$ cat src/rtl/tinyspu_cmd_seq.sv
// Command sequencer for the tiny SPU: a FIFO of 16-bit commands, each held on the SPU pins
// for HOLD_CYCLES cycles. Result capture and the RESULT state are built only when TINYSPU_SEQ_CAPTURE_EN is defined.
module tinyspu_cmd_seq #(
  parameter int DEPTH       = 8,
  parameter int HOLD_CYCLES = 2
) (
  input  logic                   clk,
  input  logic                   rst,
  input  logic [15:0]            cmd_data,
  input  logic                   cmd_valid,
  output logic                   cmd_ready,
  output logic [7:0]             spu_ui_out,
  output logic [7:0]             spu_uio_out,
  input  logic [7:0]             spu_uo_in,
  output logic [7:0]             res_data,
  output logic                   res_valid,
  input  logic                   res_ready,
  output logic [$clog2(DEPTH):0] level,
  output logic                   busy
);

  localparam int AW = $clog2(DEPTH);
  localparam int LW = AW + 1;
  localparam int HW = (HOLD_CYCLES > 1) ? $clog2(HOLD_CYCLES) : 1;
  localparam logic [HW-1:0] HOLD_LOAD  = HW'(HOLD_CYCLES - 1);
  localparam logic [LW-1:0] FULL_LEVEL = LW'(DEPTH);

  typedef enum logic [1:0] {IDLE, HOLD, RESULT} state_t;

  state_t        state, state_next;
  logic [15:0]   mem [DEPTH];
  logic [AW-1:0] wr_ptr, rd_ptr;
  logic [15:0]   head, issue, issue_next;
  logic [HW-1:0] hold_cnt, hold_next;
  logic          push, pop, hold_done, fifo_empty, want_result;

  assign cmd_ready   = (level != FULL_LEVEL);
  assign push        = cmd_valid && cmd_ready;
  assign fifo_empty  = (level == '0);
  assign head        = mem[rd_ptr];
  assign hold_done   = (hold_cnt == '0);
  assign spu_ui_out  = issue[15:8];
  assign spu_uio_out = issue[7:0];
  assign busy        = (state != IDLE) || !fifo_empty;

  always_ff @(posedge clk) begin
    if (push) mem[wr_ptr] <= cmd_data;
  end

  // Occupancy is tracked separately from the pointers so full and empty never alias.
  always_ff @(posedge clk or posedge rst) begin
    if (rst) begin
      wr_ptr <= '0;
      rd_ptr <= '0;
      level  <= '0;
    end else begin
      if (push) wr_ptr <= wr_ptr + 1'b1;
      if (pop)  rd_ptr <= rd_ptr + 1'b1;
      if (push && !pop)      level <= level + 1'b1;
      else if (pop && !push) level <= level - 1'b1;
    end
  end

  always_ff @(posedge clk or posedge rst) begin
    if (rst) state <= IDLE;
    else     state <= state_next;
  end

  always_comb begin
    state_next = state;
    pop        = 1'b0;
    unique case (state)
      IDLE: begin
        if (!fifo_empty) begin
          pop        = 1'b1;
          state_next = HOLD;
        end
      end
      HOLD: begin
        if (hold_done) begin
          if (want_result)      state_next = RESULT;
          else if (!fifo_empty) pop = 1'b1;
          else                  state_next = IDLE;
        end
      end
`ifdef TINYSPU_SEQ_CAPTURE_EN
      RESULT: begin
        if (res_valid && res_ready) begin
          if (!fifo_empty) begin
            pop        = 1'b1;
            state_next = HOLD;
          end else begin
            state_next = IDLE;
          end
        end
      end
`endif
      default: state_next = IDLE;
    endcase
  end

  // The issue register doubles as the pin driver, so anything outside HOLD reads as NoOp/Q=0.
  always_comb begin
    issue_next = 16'h0000;
    hold_next  = hold_cnt;
    if (pop) begin
      issue_next = head;
      hold_next  = HOLD_LOAD;
    end else if (state_next == HOLD) begin
      issue_next = issue;
      if (!hold_done) hold_next = hold_cnt - 1'b1;
    end
  end

  always_ff @(posedge clk or posedge rst) begin
    if (rst) begin
      issue    <= 16'h0000;
      hold_cnt <= '0;
    end else begin
      issue    <= issue_next;
      hold_cnt <= hold_next;
    end
  end

`ifdef TINYSPU_SEQ_CAPTURE_EN
  assign want_result = (issue[15:12] != 4'd0);

  // The SPU output is sampled on the last HOLD edge, after HOLD_CYCLES cycles of stable input.
  always_ff @(posedge clk or posedge rst) begin
    if (rst) begin
      res_data  <= 8'h00;
      res_valid <= 1'b0;
    end else if (state == HOLD && state_next == RESULT) begin
      res_data  <= spu_uo_in;
      res_valid <= 1'b1;
    end else if (state == RESULT && state_next != RESULT) begin
      res_valid <= 1'b0;
    end
  end
`else
  logic unused_inputs;

  assign want_result   = 1'b0;
  assign res_data      = 8'h00;
  assign res_valid     = 1'b0;
  assign unused_inputs = &{1'b0, spu_uo_in, res_ready};
`endif

endmodule

$ cat config.mk
export PLATFORM = sky130hd
export DESIGN_NAME = tinyspu_cmd_seq
export DESIGN_NICKNAME = d
export VERILOG_FILES = /design/src/rtl/tinyspu_cmd_seq.sv
export SDC_FILE = /design/constraint.sdc
export NUM_CORES = 1
export LEC_CHECK = 0
export CORE_UTILIZATION = 47
export DETAILED_ROUTE_END_ITERATION = 10
export PLACE_DENSITY = 0.68
export RECOVER_POWER = 25
export SLEW_MARGIN = 0
export SYNTH_ARGS = -nofsm -noshare
export SYNTH_HDL_FRONTEND = slang
export SYNTH_SLANG_ARGS = --single-unit
$ cat constraint.sdc
create_clock -name clk -period 6.75 [get_ports clk]
set_clock_uncertainty 0.1 [all_clocks]
set_input_delay 1.0125 -clock clk [delete_from_list [all_inputs] [get_ports clk]]
set_output_delay 1.0125 -clock clk [all_outputs]
set_load 0.02 [all_outputs]
Yosys cells after proc, flatten, opt, wreduce, memory -nomap -nowiden
Memories as Yosys holds them, arrays and structs flattened.
Cells that the tools add are included.
{ "word_totals": {"ff_bits": 29, "memories": 1, "ramBits": 128, "wordCells": 44, "input_bits": 28} }
{ "mem_list": {"columns": ["memory", "words", "word_bits", "rd", "rd_clocked_by_memory_dff", "write_ports", "line", "source"], "rows": [
  ["mem", 8, 16, 1, 0, 1, "31", "logic [15:0] mem [DEPTH];"]
]} }
{ "classes": {"addsub": 5, "eq_ne": 4, "reduce_logical": 12, "n_mux": 16} }
{ "op_table": {"columns": ["cell", "count"], "rows": [
  ["$mux 16", 2],
  ["$mux 4", 2],
  ["$mux 1", 7],
  ["$add 3x1->3 const B", 2],
  ["$mux 2", 3],
  ["$reduce_bool 2->1", 3],
  ["$add 4x1->4 const B", 1],
  ["$eq 2x1->1 const B", 2],
  ["$logic_not 4->1", 1],
  ["$ne 4x4->1 const B", 1],
  ["$pmux 2 s2", 1],
  ["$sub 4x1->4 const B", 1],
  ["$logic_and 1x1->1", 3],
  ["$logic_not 1->1", 3],
  ["$logic_not 2->1", 1],
  ["$ne 2x2->1 const B", 1],
  ["$pmux 1 s2", 1],
  ["$logic_or 1x1->1", 1],
  ["$sub 1x1->1 const B", 1]
]} }

Logic depth before layout (Yosys ltp)
Gate-level depths: netlist of run 1.
{ "depth": {"word_depth": 7, "ltp_mapped": 11, "mapped_depth_nobuf": 10} }

Worst setup path after synthesis of run 1
Ideal clock, no wire load.
{ "synth_path": {"path_kind": "reg-to-reg", "startpoint": "register level[0]", "endpoint": "register level[3]", "setup_ns": 0.126, "n_path_buf": 1, "stages_incl_launch_ff": 12, "arrival_ns": 2.841, "period_less_slack_ns": 3.067, "path_slack_ns": 3.683, "cell_sequence": "dfrtp_1 > nor4_2 > a211oi_4 > inv_4 > buf_8 > ha_1 > inv_1 > ha_1 > a21o_1 > a2111oi_2 > a31oi_1 > a221o_1"} }
{ "synth_between": {"elab_chain_cells": 7} }
{ "synth_lines": {"columns": ["element", "line", "source"], "rows": [
  ["start: declaration", "18", "output logic [$clog2(DEPTH):0] level,"],
  ["start signal: assignment", "59", "if (push && !pop) level <= level + 1'b1;"],
  ["start signal: assignment", "60", "else if (pop && !push) level <= level - 1'b1;"],
  ["$logic_not 4->1", "39", "assign fifo_empty = (level == '0);"],
  ["$mux 1", "74, 82", null],
  ["$mux 1", "80", "if (hold_done) begin"],
  ["$pmux 1 s2", "72", "unique case (state)"],
  ["$logic_not 1->1", "59", null],
  ["$logic_and 1x1->1", "59", null],
  ["$mux 4 or $reduce_bool 2->1 (tied branches)", null, null]
]} }
Several ways; a longest one is shown, not always the timed one. The select of a mux whose other input is x is not followed.
A chain may end at the register's enable or synchronous reset.

Worst setup path after layout of run 1
Ends and elaborated chain as after synthesis.

==> impl_metrics.json, run 1 <==
{
  "post_cts_buffers": 0,
  "grt_pass1_vias": 3056,
  "hold_viol": 0,
  "clock_sinks": 157,
  "path_max_fanout": 17,
  "clk_latency_ns": 0.42,
  "dieArea_um2": 13600,
  "wl_um": 11000,
  "wl_met2_um": 5600,
  "syn_inst": 320,
  "grt_usage_pct": 18.4,
  "r2r-start": "level[0]$_DFFE_PP0P_",
  "netlist_area_um2": 6190,
  "htreeDepth": 4,
  "r2r-end": "level[3]$_DFFE_PP0P_",
  "vias": 2988,
  "synth.largest_area_cell": "edfxtp_1",
  "worstSetupPathType": "register to register",
  "ys.warnings.count": 0,
  "crit_top_cell": "ha_1",
  "path_clk_slew_ns": 0.06,
  "yosysUniqueCellTypes": 39,
  "grt_pass1_wl_um": 16900,
  "drt-met1-wl_um": 4790,
  "power_density_nw_per_um2": 432,
  "worstPathCellList": "nor4_1 -> a211oi_4 -> inv_4 -> ha_1 -> inv_1 -> ha_1 -> a21o_1 -> a2111oi_2 -> a31oi_1 -> a221o_1",
  "finalSetupViolCount": 0,
  "worstSetupStartpoint": "level[0]$_DFFE_PP0P_",
  "synth_edf_count": 128,
  "core_area_um2": 12700,
  "hpwl_um": 6440,
  "dpl_cell_area_um2": 6780,
  "synth_flop_cell": "edfxtp_1",
  "slew_violations": 30,
  "nets": 412,
  "peakVddDrop_v": 0.000197,
  "rows": 41,
  "cts_inserted_buffers": 17,
  "cts_hold_buf": 0,
  "antenna_left": 0,
  "fmax_mhz": 283,
  "grt_max_degree": 35,
  "route.met3.wl_um": 318,
  "end_kind": "register",
  "cts_tree": "yes",
  "syn_avg_cell_area_um2": 19.3,
  "final_cell_area_um2": 7340,
  "worstHoldStart": "issue[7]$_DFFE_PP0P_",
  "fin_tns_setup_ns": 0,
  "crit_slowest_cell": "nor4_1",
  "worst_pin_slew_ns": 1.71,
  "cts-root-buf": "clkbuf_16",
  "startpoint_type": "register",
  "violations": "max-capacitance violations, max-slew violations",
  "synth_top_area_share_pct": 62.1,
  "io-pin-count": 59,
  "async_flop_share_pct": 18.5,
  "layout-drive-gt1-share_pct": 22.0,
  "die_h_um": 117,
  "avgViaCountPerCell": 5.31,
  "seq_area_frac_synth_pct": 73.8,
  "drc": 0,
  "hold_path.class": "register to register",
  "place_congestion": 0.694,
  "worst_ep_arrival_time_ns": 3.73,
  "p_leak_nw": 2.55,
  "clockBufferDepth": 2,
  "io_buffers": 40,
  "dr.max_layer_used": "met4",
  "rrSetupSlack_ns": 3.22,
  "diodes": 0,
  "period_needed_ns": 3.53,
  "ys_seq_elements": 157,
  "rsz0062_at_grt": "false",
  "drt-wirelength-per-cell_um": 19.5,
  "die_w_um": 117,
  "period_share_pct": 52.4,
  "drt_iter0_markers": 170,
  "slew_headroom_pct": -13.8,
  "dr.pass1.iters": 4,
  "syn_to_final_growth_pct": 18.6,
  "grt.overflow.total": 0,
  "whs_endpoint": "issue[7]$_DFFE_PP0P_",
  "antenna_found_initial": 0,
  "maxCapViolCount": 1,
  "synth_area_leaders": "edfxtp_1 62%, dfrtp_1 12%, mux4_2 12%",
  "cp_num_buf_inv": 2,
  "cts_resized": 0,
  "r2r_cells": 10,
  "status": "complete, but fails checks",
  "critical_path_required_ns": 6.95,
  "cp_top_family": "compound AO/OA/AOI/OAI gates",
  "start_util_pct": 48.7,
  "max_stage_delay_ns": 0.80,
  "min_path_cells": 2
}
## worst max path at each step
stage / end / cells after the start
final: level[3]$_DFFE_PP0P_ / 10
after global routing: level[3]$_DFFE_PP0P_ / 10
after CTS: level[3]$_DFFE_PP0P_ / 10
after detailed placement: level[3]$_DFFE_PP0P_ / 10
after global placement: level[3]$_DFFE_PP0P_ / 10
after floorplan: level[3]$_DFFE_PP0P_ / 11
## synth_stat cells (2+ instances only)
master and count:
a21oi_1 2, buf_2 6, buf_4 9, buf_6 4, clkbuf_1 2, dfrtp_1 29, edfxtp_1 128, ha_1 5
inv_1 3, mux2i_1 16, mux4_2 32, nand2_1 28, nand2b_1 2, nor2_1 8, nor3_1 3, o21ai_0 2
o21ai_1 16, xnor2_1 4
## flip-flops by register name, summed over array words and instances (netlist names)
register / flops
mem: 128
issue: 16
level: 4
rd_ptr: 3
wr_ptr: 3
state: 2
hold_cnt: 1
## worst reg2reg max path, cell delays in order (launching register included)
cell	delay (ns)
dfrtp_1	0.45
nor4_1	0.80
a211oi_4	0.14
inv_4	0.26
ha_1	0.26
inv_1	0.13
ha_1	0.30
a21o_1	0.22
a2111oi_2	0.35
a31oi_1	0.08
a221o_1	0.32
## report_power, final
group,total (mW),internal (mW),switching [mW]
registers,1.36,1.24,0.125
logic,0.895,0.444,0.451
clock network,0.919,0.546,0.373
## layout make-up
type / instances / area, µm²
fillers: 962 / 5380
well taps: 172 / 215
repair buffers: 52 / 487
inverters: 5 / 21.3
flip-flops and latches: 157 / 4570
multi-input cells: 145 / 1470
clock inverters: 13 / 144
clock buffers: 19 / 433
## metrics by stage
stage	hold WS (ns)	setup WS [ns]	total power, mW	cells	util (%)
2_1_floorplan	0.384	3.68	2.02	329	-
3_3_place_gp	0.368	3.34	2.26	531	53.3
3_5_place_dp	0.375	3.26	2.30	531	53.3
4_1_cts	0.388	3.44	3.22	563	57.8
5_1_grt	0.425	2.95	3.33	563	57.7
6_report	0.382	3.22	3.18	563	57.7
## cells in the final DEF, fill, tap and decap left out, types with 2 or more instances in the layout
cell type | netlist | layout
a21oi_1 | 2 | 2
buf_4 | 9 | 11
bufinv_16 | 0 | 2
clkbuf_1 | 2 | 3
clkbuf_16 | 0 | 17
clkdlybuf4s50_1 | 0 | 31
clkinv_4 | 0 | 5
clkinvlp_4 | 0 | 3
conb_1 | 1 | 10
dfrtp_1 | 29 | 27
dfrtp_2 | 0 | 2
dlygate4sd3_1 | 0 | 9
edfxtp_1 | 128 | 128
ha_1 | 5 | 5
inv_1 | 3 | 3
mux2i_1 | 16 | 16
mux4_2 | 32 | 32
nand2_1 | 28 | 28
nand2b_1 | 2 | 2
nor2_1 | 8 | 8
nor3_2 | 0 | 2
nor4_1 | 1 | 2
o21ai_0 | 2 | 2
o21ai_1 | 16 | 16
xnor2_1 | 4 | 4
## layer usage
| layer | GRT usage [%] | vias up |
|---|---|---|
| li1 | - | 1347 |
| met1 | 22.9 | 1560 |
| met2 | 29.7 | 66 |
| met3 | 4.51 | 15 |
| met4 | 10.4 | 0 |
| met5 | 0 | - |
## cells by family (layout without fill, tap and decap cells)
family,count (synthesis),after routing,synth area share (%)
AO/OA/AOI/OAI,27,27,2.81
XOR/XNOR,5,5,0.707
adder cells (fa/ha/maj),6,6,1.33
buffers and inverters,27,89,3.01
flip-flops,157,157,73.8
multiplexers,50,50,14.7
other,1,10,0.0606
AND/OR/NAND/NOR,47,47,3.60
No activity file was read; power rests on OpenSTA's default activity.
==> run 2, diff against run 1 <==
--- a/config.mk
+++ b/config.mk
@@ -7,7 +7,7 @@
 export LEC_CHECK = 0
 export CORE_UTILIZATION = 47
 export DETAILED_ROUTE_END_ITERATION = 10
-export PLACE_DENSITY = 0.68
+export PLACE_DENSITY = 0.7
 export RECOVER_POWER = 25
 export SLEW_MARGIN = 0
 export SYNTH_ARGS = -nofsm -noshare
==> constraint.sdc (replaced) <==
create_clock -name clk -period 3.1 [get_ports clk]
set_clock_uncertainty 0.1 [all_clocks]
set_input_delay 0.465 -clock clk [delete_from_list [all_inputs] [get_ports clk]]
set_output_delay 0.465 -clock clk [all_outputs]
set_load 0.02 [all_outputs]
==> impl_metrics.json, run 2 (synthesis results as in run 1) <==
{
  "final_cell_area_um2": 7440,
  "crit_slowest_cell": "or4b_4",
  "cp_num_buf_inv": 2,
  "hold_viol": 0,
  "final_cell_mix": "128 x edfxtp_1, 32 x mux4_2, 29 x clkdlybuf4s50_1",
  "fill_cells": 961,
  "grtUsageMet1_pct": 25.2,
  "layout-drive-gt1-share_pct": 23.8,
  "power_density_nw_per_um2": 958,
  "critical_path_required_ns": 3.30,
  "fmax_mhz": 338,
  "status": "finished, final reports clean",
  "vias": 3034,
  "multi_input_area_um2": 1480,
  "rrSetupSlack_ns": 0.15,
  "grt_pass1_vias": 3155,
  "cts-root-buf": "clkbuf_16",
  "peakVddDrop_v": 0.000435,
  "slew_violations": 0,
  "io-pin-count": 59,
  "end_kind": "register",
  "rsz0062_at_grt": "false",
  "core_area_um2": 12700,
  "cp_top_family": "compound AO/OA/AOI/OAI gates",
  "post_cts_buffers": 0,
  "grt_max_degree": 34,
  "p_leak_nw": 2.60,
  "finalWorstSetupSlack_ns": 0.146,
  "slew_headroom_pct": 46.1,
  "die_w_um": 117,
  "p_comb_share_pct": 28.0,
  "max_stage_delay_ns": 0.56,
  "period_share_pct": 95.3,
  "syn_to_final_growth_pct": 20.2,
  "rows": 41,
  "dieArea_um2": 13600,
  "p_int_mw": 5.05,
  "diodes": 0,
  "worstSetupPathType": "register to register",
  "finalSetupViolCount": 0,
  "regArea_um2": 4570,
  "hold_path.class": "register to register",
  "grtUsageMet3_pct": 5.40,
  "drt_iter0_markers": 190,
  "path_max_fanout": 6,
  "cts_hold_buf": 0,
  "drc": 0,
  "io_buffers": 40,
  "maxCapViolCount": 0,
  "cts_tree": "yes",
  "dpl_cell_area_um2": 6820,
  "place_congestion": 0.695,
  "startpoint_type": "register",
  "worst_pin_slew_ns": 0.807,
  "htreeDepth": 4,
  "met2_usage_pct": 30.2,
  "clockBufferDepth": 2,
  "wl_um": 11300,
  "start_util_pct": 48.7,
  "top_regs": "mem: 128 flops, issue: 16 flops, level: 4 flops",
  "cts_resized": 0,
  "clock_sinks": 157,
  "grt.overflow.total": 0,
  "worst_ep_arrival_time_ns": 3.15,
  "grt_usage_pct": 19.1,
  "final_common_cell": "edfxtp_1",
  "path_clk_slew_ns": 0.06,
  "total_power_mw": 7.13,
  "drt-wirelength-per-cell_um": 19.8,
  "nets": 416,
  "switching_power_mw": 2.08,
  "clk_latency_ns": 0.42,
  "top_register": "mem",
  "avgViaCountPerCell": 5.35,
  "swShare_pct": 29.2,
  "hpwl_um": 6350,
  "antenna_found_initial": 0,
  "dp_slack_ns": 0.0631,
  "fin_cells": 567,
  "die_h_um": 117,
  "period_needed_ns": 2.95,
  "placed_cells": 535,
  "cts_inserted_buffers": 17,
  "top_usage_layer": "met2",
  "antenna_left": 0,
  "dr.pass1.iters": 4,
  "p_seq_share_pct": 41.9,
  "p_clk_share_pct": 30.1,
  "grt_pass1_wl_um": 17800,
  "worstPathCellList": "or4b_4 -> nand2_2 -> inv_2 -> ha_1 -> inv_2 -> ha_1 -> a21o_1 -> a2111oi_2 -> a31oi_1 -> a221o_1",
  "largest_reg_flops": 128,
  "fin_tns_setup_ns": 0
}
## run 2: metal layers
layer / up-vias / routed length (µm) / part of all wire [%]
met5: - / 0 / 0
li1: 1361 / - / -
met4: 0 / 113 / 1.0
met1: 1571 / 4900 / 44
met2: 91 / 5660 / 50
met3: 11 / 572 / 5.1
## run 2: final timing paths
check	from	endpoint	cells after the start
setup / recovery	level[0]$_DFFE_PP0P_	level[3]$_DFFE_PP0P_	10
hold / removal	issue[3]$_DFFE_PP0P_	issue[3]$_DFFE_PP0P_	2
max in group asynchronous	rst	issue[4]$_DFFE_PP0P_	3
hold reg to reg	issue[3]$_DFFE_PP0P_	issue[3]$_DFFE_PP0P_	2
setup reg to reg	level[0]$_DFFE_PP0P_	level[3]$_DFFE_PP0P_	10
min in group asynchronous	rst	level[1]$_DFFE_PP0P_	2
## run 2: power by group through the flow
stage	registers [mW]	clock network, mW	logic (mW)
after detailed placement	3.04	0	2.02
after global routing	3.04	2.29	2.16
after floorplan	3.00	0	1.40
final	2.99	2.15	1.99
after global placement	3.01	0	1.97
after CTS	3.00	2.19	2.03
## run 2: cell type report
| class | count | area share, % |
|---|---|---|
| timing repair buffer | 56 | 7.16 |
| sequential | 157 | 61.4 |
| inverter | 5 | 0.286 |
| tap | 172 | 2.89 |
| multi-input combinational | 145 | 19.9 |
| clock inverter | 15 | 2.64 |
| clock buffer | 17 | 5.72 |
## run 2: per-stage QoR
step	hold slack, ns	util [%]
floorplan	0.384	-
global placement	0.372	53.6
detailed placement	0.379	53.6
CTS	0.393	58.5
global route	0.429	58.5
finish	0.382	58.5
## run 2: worst min-delay path, cell delays in order, from the launching register on
cell and delay, ns:
dfrtp_1 0.34, nand2_1 0.05, o21ai_1 0.06
==> run 3, diff against run 2 <==
--- a/config.mk
+++ b/config.mk
@@ -7,8 +7,10 @@
 export LEC_CHECK = 0
 export CORE_UTILIZATION = 47
 export DETAILED_ROUTE_END_ITERATION = 10
+export GPL_TIMING_DRIVEN = 0
 export PLACE_DENSITY = 0.7
 export RECOVER_POWER = 25
+export REMOVE_ABC_BUFFERS = 1
 export SLEW_MARGIN = 0
 export SYNTH_ARGS = -nofsm -noshare
 export SYNTH_HDL_FRONTEND = slang
==> impl_metrics.json, run 3 (synthesis results as in run 1) <==
{
  "status": "finished, final reports clean",
  "nets": 413,
  "diodes": 0,
  "final_cell_area_um2": 7470,
  "dp_slack_ns": -0.225,
  "drt-met1-wl_um": 4520,
  "htreeDepth": 4,
  "rrSetupSlack_ns": 0.12,
  "r2r-end": "level[3]$_DFFE_PP0P_",
  "finalSetupViolCount": 0,
  "clock_sinks": 157,
  "startpoint_type": "register",
  "critical_path_required_ns": 3.30,
  "rows": 41,
  "antenna_found_initial": 0,
  "crit_slowest_cell": "or4b_4",
  "cts_tree": "yes",
  "grt.overflow.total": 0,
  "period_needed_ns": 2.98,
  "cts-root-buf": "clkbuf_16",
  "worst_pin_slew_ns": 1.16,
  "grt_pass1_vias": 3138,
  "antenna_left": 0,
  "period_share_pct": 96.0,
  "path_clk_slew_ns": 0.06,
  "clk_latency_ns": 0.42,
  "r2r-start": "level[2]$_DFFE_PP0P_",
  "hold_ws_ns": 0.374,
  "dieArea_um2": 13600,
  "hold_viol": 0,
  "r2r_cells": 10,
  "power_density_nw_per_um2": 949,
  "place_congestion": 0.715,
  "path_max_fanout": 5,
  "grt_usage_pct": 18.7,
  "grt_pass1_wl_um": 17300,
  "fill_cells": 970,
  "route.met3.wl_um": 645,
  "slew_headroom_pct": 22.7,
  "grt_max_degree": 34,
  "wl_um": 11100,
  "cts_hold_buf": 0,
  "largest_reg_flops": 128,
  "io-pin-count": 59,
  "drt_iter0_markers": 153,
  "maxCapViolCount": 0,
  "slew_violations": 0,
  "dr.max_layer_used": "met4",
  "worstSetupPathType": "register to register",
  "peakVddDrop_v": 0.000544,
  "max_stage_delay_ns": 0.55,
  "total_power_mw": 7.09,
  "syn_to_final_growth_pct": 20.7,
  "final_common_cell": "edfxtp_1",
  "p_leak_nw": 2.58,
  "finalWorstSetupSlack_ns": 0.123,
  "clockBufferDepth": 2,
  "fmax_mhz": 336,
  "top_regs": "mem: 128 flops, issue: 16 flops, level: 4 flops",
  "worst_ep_arrival_time_ns": 3.17,
  "avgViaCountPerCell": 5.32,
  "rsz0062_at_grt": "false",
  "dr.pass1.iters": 4,
  "start_util_pct": 48.7,
  "die_h_um": 117,
  "vias": 3002,
  "io_buffers": 40,
  "hold_path.class": "input port to asynchronous set/reset pin",
  "dpl_cell_area_um2": 6830,
  "fin_util_pct": 58.7,
  "drt-wirelength-per-cell_um": 19.7,
  "layout-drive-gt1-share_pct": 25.3,
  "die_w_um": 117,
  "drc": 0,
  "hpwl_um": 7060,
  "cts_inserted_buffers": 17,
  "core_area_um2": 12700,
  "wl_met2_um": 5710,
  "top_register": "mem",
  "worstPathCellList": "or4b_4 -> nand2_2 -> inv_2 -> ha_1 -> inv_2 -> ha_1 -> a21o_1 -> a2111oi_2 -> a31oi_1 -> a221o_1",
  "end_kind": "register",
  "final_cell_mix": "128 x edfxtp_1, 32 x mux4_2, 29 x clkdlybuf4s50_1"
}
-- run 3: cell count changes in the layout (fill, tap and decap cells not counted), moves of 2 or more --
cell	before	now
buf_4	15	4
nor2_1	8	2
nor2_2	0	6
buf_6	0	5
buf_8	0	3
clkbuf_1	0	3
clkinv_1	2	0
dfrtp_1	27	25
dfrtp_2	2	4
-- run 3: where the power goes --
group / switching [mW] / leakage [nW] / internal, mW
Combinational: 0.894 / 0.782 / 1.04
Clock: 0.784 / 0.271 / 1.28
Sequential: 0.394 / 1.52 / 2.69
Total: 2.07 / 2.58 / 5.01
-- run 3: repair_timing --
action                                  CTS  global route
setup buffers                             1             3
pin swaps                                 1             0
endpoints found under the hold margin     0             0
gates resized for setup                   2             3
endpoints found under the setup margin    1             1
-- run 3: worst max-delay path, delay by kind of cell (launching register included) --
kind,cells,cell delay (ns)
compound gates,4,1.01
buf+inv,2,0.19
flops,1,0.45
fa+ha+maj,2,0.45
simple gates,2,0.67
-- run 3: how the worst max path moves through the flow --
stage                         startpoint              endpoint  cells past startpoint
floorplan           level[0]$_DFFE_PP0P_  level[3]$_DFFE_PP0P_                     10
global placement               cmd_valid  mem[1][14]$_DFFE_PP_                      5
detailed placement  level[0]$_DFFE_PP0P_  level[3]$_DFFE_PP0P_                     10
CTS                 level[1]$_DFFE_PP0P_  level[3]$_DFFE_PP0P_                     10
global route        level[3]$_DFFE_PP0P_  level[3]$_DFFE_PP0P_                     10
finish              level[2]$_DFFE_PP0P_  level[3]$_DFFE_PP0P_                     10
-- run 3: layout make-up --
cell class	instances	area, µm²	share of cell area (%)
clock buffer	21	450	6.03
clock inverter	11	145	1.94
inverter	5	23.8	0.318
multi-input combinational	145	1510	20.2
sequential	157	4570	61.2
tap	172	215	2.88
timing repair buffer	53	552	7.39
-- run 3: metal layers --
layer / up-vias / GRT usage, %
met5: - / 0
met4: 0 / 8.78
met3: 21 / 5.35
met2: 97 / 31.1
met1: 1527 / 22.7
li1: 1357 / -
-- run 3: stage by stage --
| stage | cells | setup TNS (ns) |
|---|---|---|
| floorplan | 307 | 0 |
| global placement | 519 | -25.09 |
| detailed placement | 528 | -0.225 |
| CTS | 561 | 0 |
| global route | 564 | 0 |
| finish | 564 | 0 |
